`src/rtl/rf_pkg.sv`:
```
// Shared types and constants for the register-file write-port arbiter.
// Optional performance counters are enabled with the RF_ARB_PERF_EN macro.
package rf_pkg;

    localparam int unsigned REG_ADDR_W = 5;
    localparam int unsigned NUM_REGS   = 32;

    // Wide enough for MAX_WAIT up to 15.
    localparam int unsigned WAIT_CNT_W = 4;

    typedef enum logic [1:0] {
        IDLE  = 2'd0,
        WAIT  = 2'd1,
        FORCE = 2'd2
    } arb_state_t;

    // x0 is hardwired to zero; writes to it are dropped.
    function automatic logic is_x0(input logic [REG_ADDR_W-1:0] rd);
        return (rd == '0);
    endfunction

endpackage

```
`src/rtl/rf_scoreboard.sv`:
```
// Busy vector for destination registers owned by in-flight multi-cycle ops,
// plus the RAW/WAW hazard lookup for decode.
module rf_scoreboard
    import rf_pkg::*;
(
    input  logic                  clk,
    input  logic                  rst,
    input  logic                  set_en,
    input  logic [REG_ADDR_W-1:0] set_rd,
    input  logic                  clr_en,
    input  logic [REG_ADDR_W-1:0] clr_rd,
    input  logic [REG_ADDR_W-1:0] rs1,
    input  logic [REG_ADDR_W-1:0] rs2,
    input  logic                  pipe_we,
    input  logic [REG_ADDR_W-1:0] pipe_rd,
    output logic                  hazard
);

    logic [NUM_REGS-1:0] busy_q;
    logic [NUM_REGS-1:0] busy_d;

    // Next busy vector: clear on handshake, then set on issue so set wins.
    always_comb begin
        busy_d = busy_q;
        if (clr_en) begin
            busy_d[clr_rd] = 1'b0;
        end
        if (set_en && !is_x0(set_rd)) begin
            busy_d[set_rd] = 1'b1;
        end
        busy_d[0] = 1'b0;
    end

    // Busy vector register, cleared asynchronously on reset.
    always_ff @(posedge clk or posedge rst) begin
        if (rst) begin
            busy_q <= '0;
        end else begin
            busy_q <= busy_d;
        end
    end

    // Sources owned by a pending op (RAW) or a pipeline write to one (WAW).
    always_comb begin
        hazard = busy_q[rs1] | busy_q[rs2] | (pipe_we & busy_q[pipe_rd]);
    end

endmodule

```
`src/rtl/rf_wb_arbiter.sv`:
```
// Arbitrates the register file's single write port between the in-order
// pipeline writeback (priority) and a multi-cycle unit (valid/ready), with
// anti-starvation forcing and a busy scoreboard for decode hazards.
// Define RF_ARB_PERF_EN to add saturating conflict/stall counters.
module rf_wb_arbiter
    import rf_pkg::*;
#(
    parameter int unsigned DATA_WIDTH = 32,
    parameter int unsigned MAX_WAIT   = 4
) (
    input  logic                  clk,
    input  logic                  rst,
    input  logic                  pipe_we,
    input  logic [REG_ADDR_W-1:0] pipe_rd,
    input  logic [DATA_WIDTH-1:0] pipe_wd,
    input  logic                  mc_issue,
    input  logic [REG_ADDR_W-1:0] mc_issue_rd,
    input  logic                  mc_valid,
    input  logic [REG_ADDR_W-1:0] mc_rd,
    input  logic [DATA_WIDTH-1:0] mc_wd,
    output logic                  mc_ready,
    input  logic [REG_ADDR_W-1:0] rs1,
    input  logic [REG_ADDR_W-1:0] rs2,
    output logic                  rf_we,
    output logic [REG_ADDR_W-1:0] rf_ad3,
    output logic [DATA_WIDTH-1:0] rf_wd3,
    output logic                  stall_pipe,
    output logic                  hazard
`ifdef RF_ARB_PERF_EN
    ,
    output logic [31:0]           perf_conflict_cnt,
    output logic [31:0]           perf_stall_cnt
`endif
);

    localparam logic [WAIT_CNT_W-1:0] MaxWaitCnt = WAIT_CNT_W'(MAX_WAIT);

    arb_state_t            state_q;
    arb_state_t            state_d;
    logic [WAIT_CNT_W-1:0] wait_cnt_q;
    logic [WAIT_CNT_W-1:0] wait_cnt_d;

    logic grant_pipe;
    logic grant_mc;
    logic force_stall;
    logic mc_handshake;
    logic sb_hazard;

    // Next-state and grant decision from the current requests.
    always_comb begin
        state_d     = state_q;
        wait_cnt_d  = wait_cnt_q;
        grant_pipe  = 1'b0;
        grant_mc    = 1'b0;
        force_stall = 1'b0;
        unique case (state_q)
            IDLE: begin
                if (mc_valid && !pipe_we) begin
                    grant_mc = 1'b1;
                end else if (mc_valid && pipe_we) begin
                    grant_pipe = 1'b1;
                    wait_cnt_d = WAIT_CNT_W'(1);
                    // A limit of one means the very first denial triggers forcing.
                    state_d    = (MaxWaitCnt <= WAIT_CNT_W'(1)) ? FORCE : WAIT;
                end else begin
                    grant_pipe = pipe_we;
                end
            end
            WAIT: begin
                if (!mc_valid) begin
                    // Protocol violation: the pending result vanished.
                    grant_pipe = pipe_we;
                    state_d    = IDLE;
                    wait_cnt_d = '0;
                end else if (!pipe_we) begin
                    grant_mc   = 1'b1;
                    state_d    = IDLE;
                    wait_cnt_d = '0;
                end else begin
                    grant_pipe = 1'b1;
                    wait_cnt_d = wait_cnt_q + WAIT_CNT_W'(1);
                    if (wait_cnt_d >= MaxWaitCnt) begin
                        state_d = FORCE;
                    end
                end
            end
            FORCE: begin
                // Pipeline holds; its write this cycle is not performed.
                force_stall = 1'b1;
                grant_mc    = mc_valid;
                state_d     = IDLE;
                wait_cnt_d  = '0;
            end
            default: begin
                state_d    = IDLE;
                wait_cnt_d = '0;
            end
        endcase
    end

    // Arbiter state and consecutive-denial counter.
    always_ff @(posedge clk or posedge rst) begin
        if (rst) begin
            state_q    <= IDLE;
            wait_cnt_q <= '0;
        end else begin
            state_q    <= state_d;
            wait_cnt_q <= wait_cnt_d;
        end
    end

    // Write-port mux; everything is held at zero while reset is asserted.
    always_comb begin
        mc_ready   = 1'b0;
        rf_we      = 1'b0;
        rf_ad3     = '0;
        rf_wd3     = '0;
        stall_pipe = 1'b0;
        hazard     = 1'b0;
        if (!rst) begin
            if (grant_mc) begin
                mc_ready = 1'b1;
                rf_we    = !is_x0(mc_rd);
                rf_ad3   = mc_rd;
                rf_wd3   = mc_wd;
            end else if (grant_pipe) begin
                rf_we    = pipe_we && !is_x0(pipe_rd);
                rf_ad3   = pipe_rd;
                rf_wd3   = pipe_wd;
            end
            stall_pipe = force_stall;
            hazard     = sb_hazard;
        end
    end

    // Handshake completes (and frees the destination) when the result is taken.
    always_comb begin
        mc_handshake = mc_valid && mc_ready;
    end

    rf_scoreboard u_scoreboard (
        .clk     (clk),
        .rst     (rst),
        .set_en  (mc_issue),
        .set_rd  (mc_issue_rd),
        .clr_en  (mc_handshake),
        .clr_rd  (mc_rd),
        .rs1     (rs1),
        .rs2     (rs2),
        .pipe_we (pipe_we),
        .pipe_rd (pipe_rd),
        .hazard  (sb_hazard)
    );

`ifdef RF_ARB_PERF_EN
    logic [31:0] conflict_q;
    logic [31:0] stall_q;

    // Saturating counters: cycles with both requesters active, and FORCE cycles.
    always_ff @(posedge clk or posedge rst) begin
        if (rst) begin
            conflict_q <= '0;
            stall_q    <= '0;
        end else begin
            if (pipe_we && mc_valid && (conflict_q != '1)) begin
                conflict_q <= conflict_q + 32'd1;
            end
            if ((state_q == FORCE) && (stall_q != '1)) begin
                stall_q <= stall_q + 32'd1;
            end
        end
    end

    assign perf_conflict_cnt = conflict_q;
    assign perf_stall_cnt    = stall_q;
`else
    // Performance counters not built.
`endif

endmodule

```
`config.mk`:
```
export PLATFORM = sky130hd
export DESIGN_NAME = rf_wb_arbiter
export DESIGN_NICKNAME = d
export VERILOG_FILES = /design/src/rtl/rf_pkg.sv /design/src/rtl/rf_scoreboard.sv /design/src/rtl/rf_wb_arbiter.sv
export SDC_FILE = /design/constraint.sdc
export NUM_CORES = 1
export LEC_CHECK = 0
export CAP_MARGIN = 5
export CORE_MARGIN = 2
export CORE_UTILIZATION = 38
export DETAILED_ROUTE_END_ITERATION = 10
export PLACE_DENSITY = 0.77
export SYNTH_ARGS = -nofsm -noshare
export SYNTH_HDL_FRONTEND = slang
export SYNTH_SLANG_ARGS = --single-unit
```
`constraint.sdc`:
```
create_clock -name clk -period 2.8 [get_ports clk]
set_input_delay 0.56 -clock clk [delete_from_list [all_inputs] [get_ports clk]]
set_output_delay 0.56 -clock clk [all_outputs]
set_load 0.03 [all_outputs]
```
Word level (Yosys, flattened, before mapping)
Index checks and enable logic that the tools add are counted.

storage, ports and cells
  flip-flop bits (word level) = 37
  bits in latches = 0
  bits in writable memories = 0
  memory bits (read-only) = 0
  input port bits = 94
  output and inout bits = 41
  memories kept = 0

cells by class
  add/sub/neg operators = 1
  multiply operators = 0
  divide/modulo/power cells = 0
  order comparisons = 8
  equality and inequality tests = 5
  shift-type cells = 0
  multiplexer cells = 46
  bitwise operators = 6
  reductions and logical operators = 17

operator list
  cell                                                  count
  two-way mux 32 bit                                    5
  bitwise AND 32 bit                                    1
  NOT 32 bit                                            1
  bitwise OR 32 bit                                     1
  < comparator 5 x 6 -> 1 bit (second input constant)   5
  two-way mux 1 bit                                     20
  two-way mux 4 bit                                     4
  binary-select mux 1 bit (select 5 bit)                3
  logical NOT 5 bit                                     3
  two-way mux 5 bit                                     3
  demux 1 bit (select 5 bit)                            2
  >= comparator 5 x 1 -> 1 bit (second input constant)  2
  two-way mux 2 bit                                     5
  one-hot mux 4 bit (2 select lines)                    1
  logical AND 1 bit                                     7
  adder 4 x 1 -> 4 bit (second input constant)          1
  >= comparator 4 x 3 -> 1 bit (second input constant)  1
  logical NOT 1 bit                                     4
  inequality test 2 bit (second input constant)         2
  inequality test 4 bit (second input constant)         1
  one-hot mux 2 bit (2 select lines)                    1
  one-hot mux 1 bit (3 select lines)                    1
  AND reduction 3 bit                                   1
  equality test 2 x 1 -> 1 bit (second input constant)  1
  other kinds (6)                                       7

Longest topological paths before layout
  word-level depth = 10
  gate-level depth with buffers = 8
  depth with buffers taken out = 5

Modules after synthesis
From an unflattened synthesis, not the netlist that was laid out.

second synthesis, totals
  cells, all modules = 276
  area total of the unflattened synthesis = 2,862.7 sq um

by module, submodules not included
  module         instances  cells an instance  area an instance (sq um)  sequential area each (sq um)
  rf_scoreboard  1          187                2,062.0                   775.7
  rf_wb_arbiter  1          89                 800.8                     150.1

Least setup slack after synthesis
OpenSTA, ideal clock, no wires.

  kind = input to output
  start = in rst
  end = out rf_ad3[0]
  arrival time = 2.423 ns
  data required time = 2.240 ns
  slack = -0.183 ns
  stages on the path = 5
  buffers on the path = 2
  path through = inv_1 > and4_1 > buf_4 > buf_2 > a22o_1

on the way
  cells in the longest elaborated chain, start to end = 1

RTL lines
  item               RTL line              source
  from (decl)        rf_wb_arbiter.sv:12   input logic rst,
  two-way mux 5 bit  rf_wb_arbiter.sv:120  if (!rst) begin
  to (decl)          rf_wb_arbiter.sv:25   output logic [REG_ADDR_W-1:0] rf_ad3,

Every way passes these cells.

Worst setup path in the final report
  start = in rs2[0]
  end = out hazard

on the way
  cells in the longest elaborated chain, start to end = 5

RTL lines
  item                                     RTL line              source
  from (decl)                              rf_wb_arbiter.sv:23   input logic [REG_ADDR_W-1:0] rs2,
  binary-select mux 1 bit (select 5 bit)   rf_scoreboard.sv:45   hazard = busy_q[rs1] | busy_q[rs2] | (pipe_we & busy_q[pipe_rd]);
  two-way mux 1 bit (implied by the code)  rf_scoreboard.sv:45
  bitwise OR 1 bit (2 in series)           rf_scoreboard.sv:45
  two-way mux 1 bit                        rf_wb_arbiter.sv:120
  to (decl)                                rf_wb_arbiter.sv:28   output logic hazard

Every way passes these cells. The select of a mux whose other input is x is not followed.

==> reports/qor.yml <==
synthesis:
  synth-seq-cells: 37
  netlist_top_cells_count: "57 x o21ai_0, 37 x a22o_1, 37 x dfrtp_1"
  synth_cell_types: 49
  avgSynthCellArea_sq_um: 9.716
  netlist_area_sq_um: 2944
  synth.net_count: 398
  ys_warn_count: 0
  synth_top_flop_cell: "dfrtp_1"
  synth_top_area_share_pct: 31.45
  synth_area_leaders: "dfrtp_1 31%, a22o_1 11%, o21ai_0 9.7%"
  synthCells: 303
  synth_top_area_cell: "dfrtp_1"
  synth-edff-count: 0
  synthMostInstantiatedCell: "o21ai_0"
  yosysSeqAreaShare_pct: 31.45
  synthArstFlopShare_pct: 100.0
clock_network:
  cts_htree_levels: 2
  cts_sinks: 37
  cts-root-buf: "clkbuf_8"
  clk_path_buf_depth: 2
  cts_tree: "done"
  clock_latency_ns: 0.30
  clk_pin_slew_worst_paths_ns: 0.08
  numCtsBuffers: 5
  holdBufCountCts: 0
min_path:
  hold_class: "reg2reg"
  hold-path-cell-count: 1
run:
  max-cap-violations: 0
route:
  ant_nets: 0
  vias_per_cell: 5.926
  num_vias: 3366
  wl_microns: 10990
  wl_per_cell_microns: 19.35
  drc: 0
  drt_iter0_drc: 299
  drt_first_pass_iters: 6
sta:
  period_share_pct: 101.4
  min_period_ns: 2.841
  layout_setup_ws_ns: -0.04058
  fin_hold_ws_ns: 0.5768
  drv_slew: 0
  hold_viol: 0
  tightest_slew_ns: 0.4519
  fmax_ghz: 0.3520
  finalClockSkew_ns: 0.009281
  relSlewSlack_pct: 69.87
  setup_viol: 1
placed_design:
  portBuffers: 134
  gp_congestion: 1.039
  place_area_sq_um: 4484
  dp_hpwl_microns: 8290
global_routing:
  grt_antenna_before_repair: 0
  grt_util_all_layers_pct: 25.19
  grt_pass1_wl_microns: 16700
  grt_max_degree: 39
  first_global_vias: 3237
  overflow: 0
floorplanning:
  die_w_microns: 92.02
  fp.coreArea_sq_um: 7607
  dieHeight_microns: 92.02
  boundaryPins: 135
  rows: 32
  die_area_sq_um: 8468
  start_util_pct: 38.70
pwr:
  power_mw: 2.182
  ir_worst_vdd_mv: 0.3718
  p_per_area_nw_per_um2: 460.7
  leakage_nw: 1.974
cells_and_area:
  syn2layout_area_growth_pct: 60.90
  fin_area_sq_um: 4737
  nFillCells: 639
  drive_gt1_share_pct: 28.33
  multi_input_area_sq_um: 1892
  layout.nets: 560
  seqCellArea_sq_um: 925.9
  antennaDiodeCount: 0
setup_path:
  reg2reg_to: "u_scoreboard.busy_q[2]"
  reg2reg_depth: 6
  critPathMaxFanout: 7
  r2r-start: "state_q[1]"
  critical_path_arrival_ns: 2.28
  critical_path_required_ns: 2.24
  crit_type: "in2out"
  worstSetupStartpoint: "rs2[0]"
  crit_end: "hazard"
  rrSetupSlack_ns: 0.83
  worstSetupEndpointType: "primary output"
  cp-start-kind: "primary input"
status:
  status: "finished, violations left"
  violations: "setup timing"
## worst min path at each step
stage | end | from
after floorplan | u_scoreboard.busy_q[16] | u_scoreboard.busy_q[16]
after CTS | u_scoreboard.busy_q[17] | u_scoreboard.busy_q[17]
after global routing | u_scoreboard.busy_q[17] | u_scoreboard.busy_q[17]
final | wait_cnt_q[2] | state_q[1]
after global placement | u_scoreboard.busy_q[17] | u_scoreboard.busy_q[17]
after detailed placement | u_scoreboard.busy_q[17] | u_scoreboard.busy_q[17]
## placed cells by master, fill, tap and decap left out, types with 2 or more instances in the layout
master,count
nand4_1,8
mux2_2,5
nor3b_1,2
a221oi_2,2
o21ai_1,3
dlygate4sd2_1,5
dfrtp_1,37
mux2i_1,8
a21oi_1,4
nand3b_1,13
buf_2,2
dlymetal6s2s_1,3
or3b_2,4
a41oi_1,2
buf_12,3
xor2_1,2
a31oi_1,4
a2111oi_2,2
nand3_1,9
nor2_1,4
a211oi_2,2
clkdlybuf4s50_1,83
nand2b_1,2
a22o_1,37
o21ai_0,57
nor4_1,2
mux4_2,14
bufinv_16,2
o31ai_1,7
nor2b_1,9
nand2_1,9
clkbuf_8,5
inv_1,5
nor3_1,3
or3_1,3
buf_4,77
buf_6,3
## routing by layer
layer	GRT usage (%)	vias up	share of wire, %
met5	0	-	0
met4	7.711	0	1.9
met3	6.327	22	8.4
met2	38.91	164	48
met1	35.01	1643	42
li1	-	1537	-
## through the flow
stage | utilization [%] | setup slack, ns | setup TNS, ns | cells
2_1_floorplan | - | 0.05842 | 0 | 303
3_3_place_gp | 58.95 | -0.7334 | -0.7334 | 552
3_5_place_dp | 58.95 | -0.7511 | -0.7511 | 552
4_1_cts | 61.86 | 0.005373 | 0 | 568
5_1_grt | 62.27 | -0.07730 | -0.07730 | 568
6_report | 62.27 | -0.04058 | -0.04058 | 568
## report_power, final
part	switching [mW]	internal, mW
combinational	0.369	0.454
sequential	0.164	0.646
clock	0.196	0.354
## critical path: stages
cell and delay, ns:
buf_2 0.09, buf_6 0.13, buf_6 0.12, mux4_2 0.49
nor2b_1 0.14, nor4_1 0.09, nor4_2 0.29, a41oi_1 0.17
buf_4 0.20
## cells by family after synthesis
group / after synthesis / share of synthesized area [%]
AOI/OAI and AO/OA: 127 / 28.86
and+or+nand+nor: 77 / 16.23
DFF: 37 / 31.45
buffers and inverters: 29 / 5.694
muxes: 29 / 16.45
xor gates and xnor gates: 3 / 0.8926
adders and majority gates: 1 / 0.4249
## state kept, by name (all words and copies together) (netlist names)
name	cells
wait_cnt_q	4
state_q	2
u_scoreboard.busy_q	31
## cell type report
cell class                      count  share of cell area [%]
Clock buffer                        5                   1.453
Timing Repair Buffer              178                   34.44
Inverter                            6                  0.5547
Multi-Input combinational cell    237                   39.94
Sequential cell                    37                   19.55
Clock inverter                      3                   1.373
Tap cell                          102                   2.694
## timing repair
action                                  4_1_cts  5_1_grt
resized for setup                            27       15
cloned                                        1        0
endpoints found under the setup margin        2        1
setup buffers                                 8        0
pin swaps                                     5        6
Note: power is estimated with default switching activity, not from simulation.
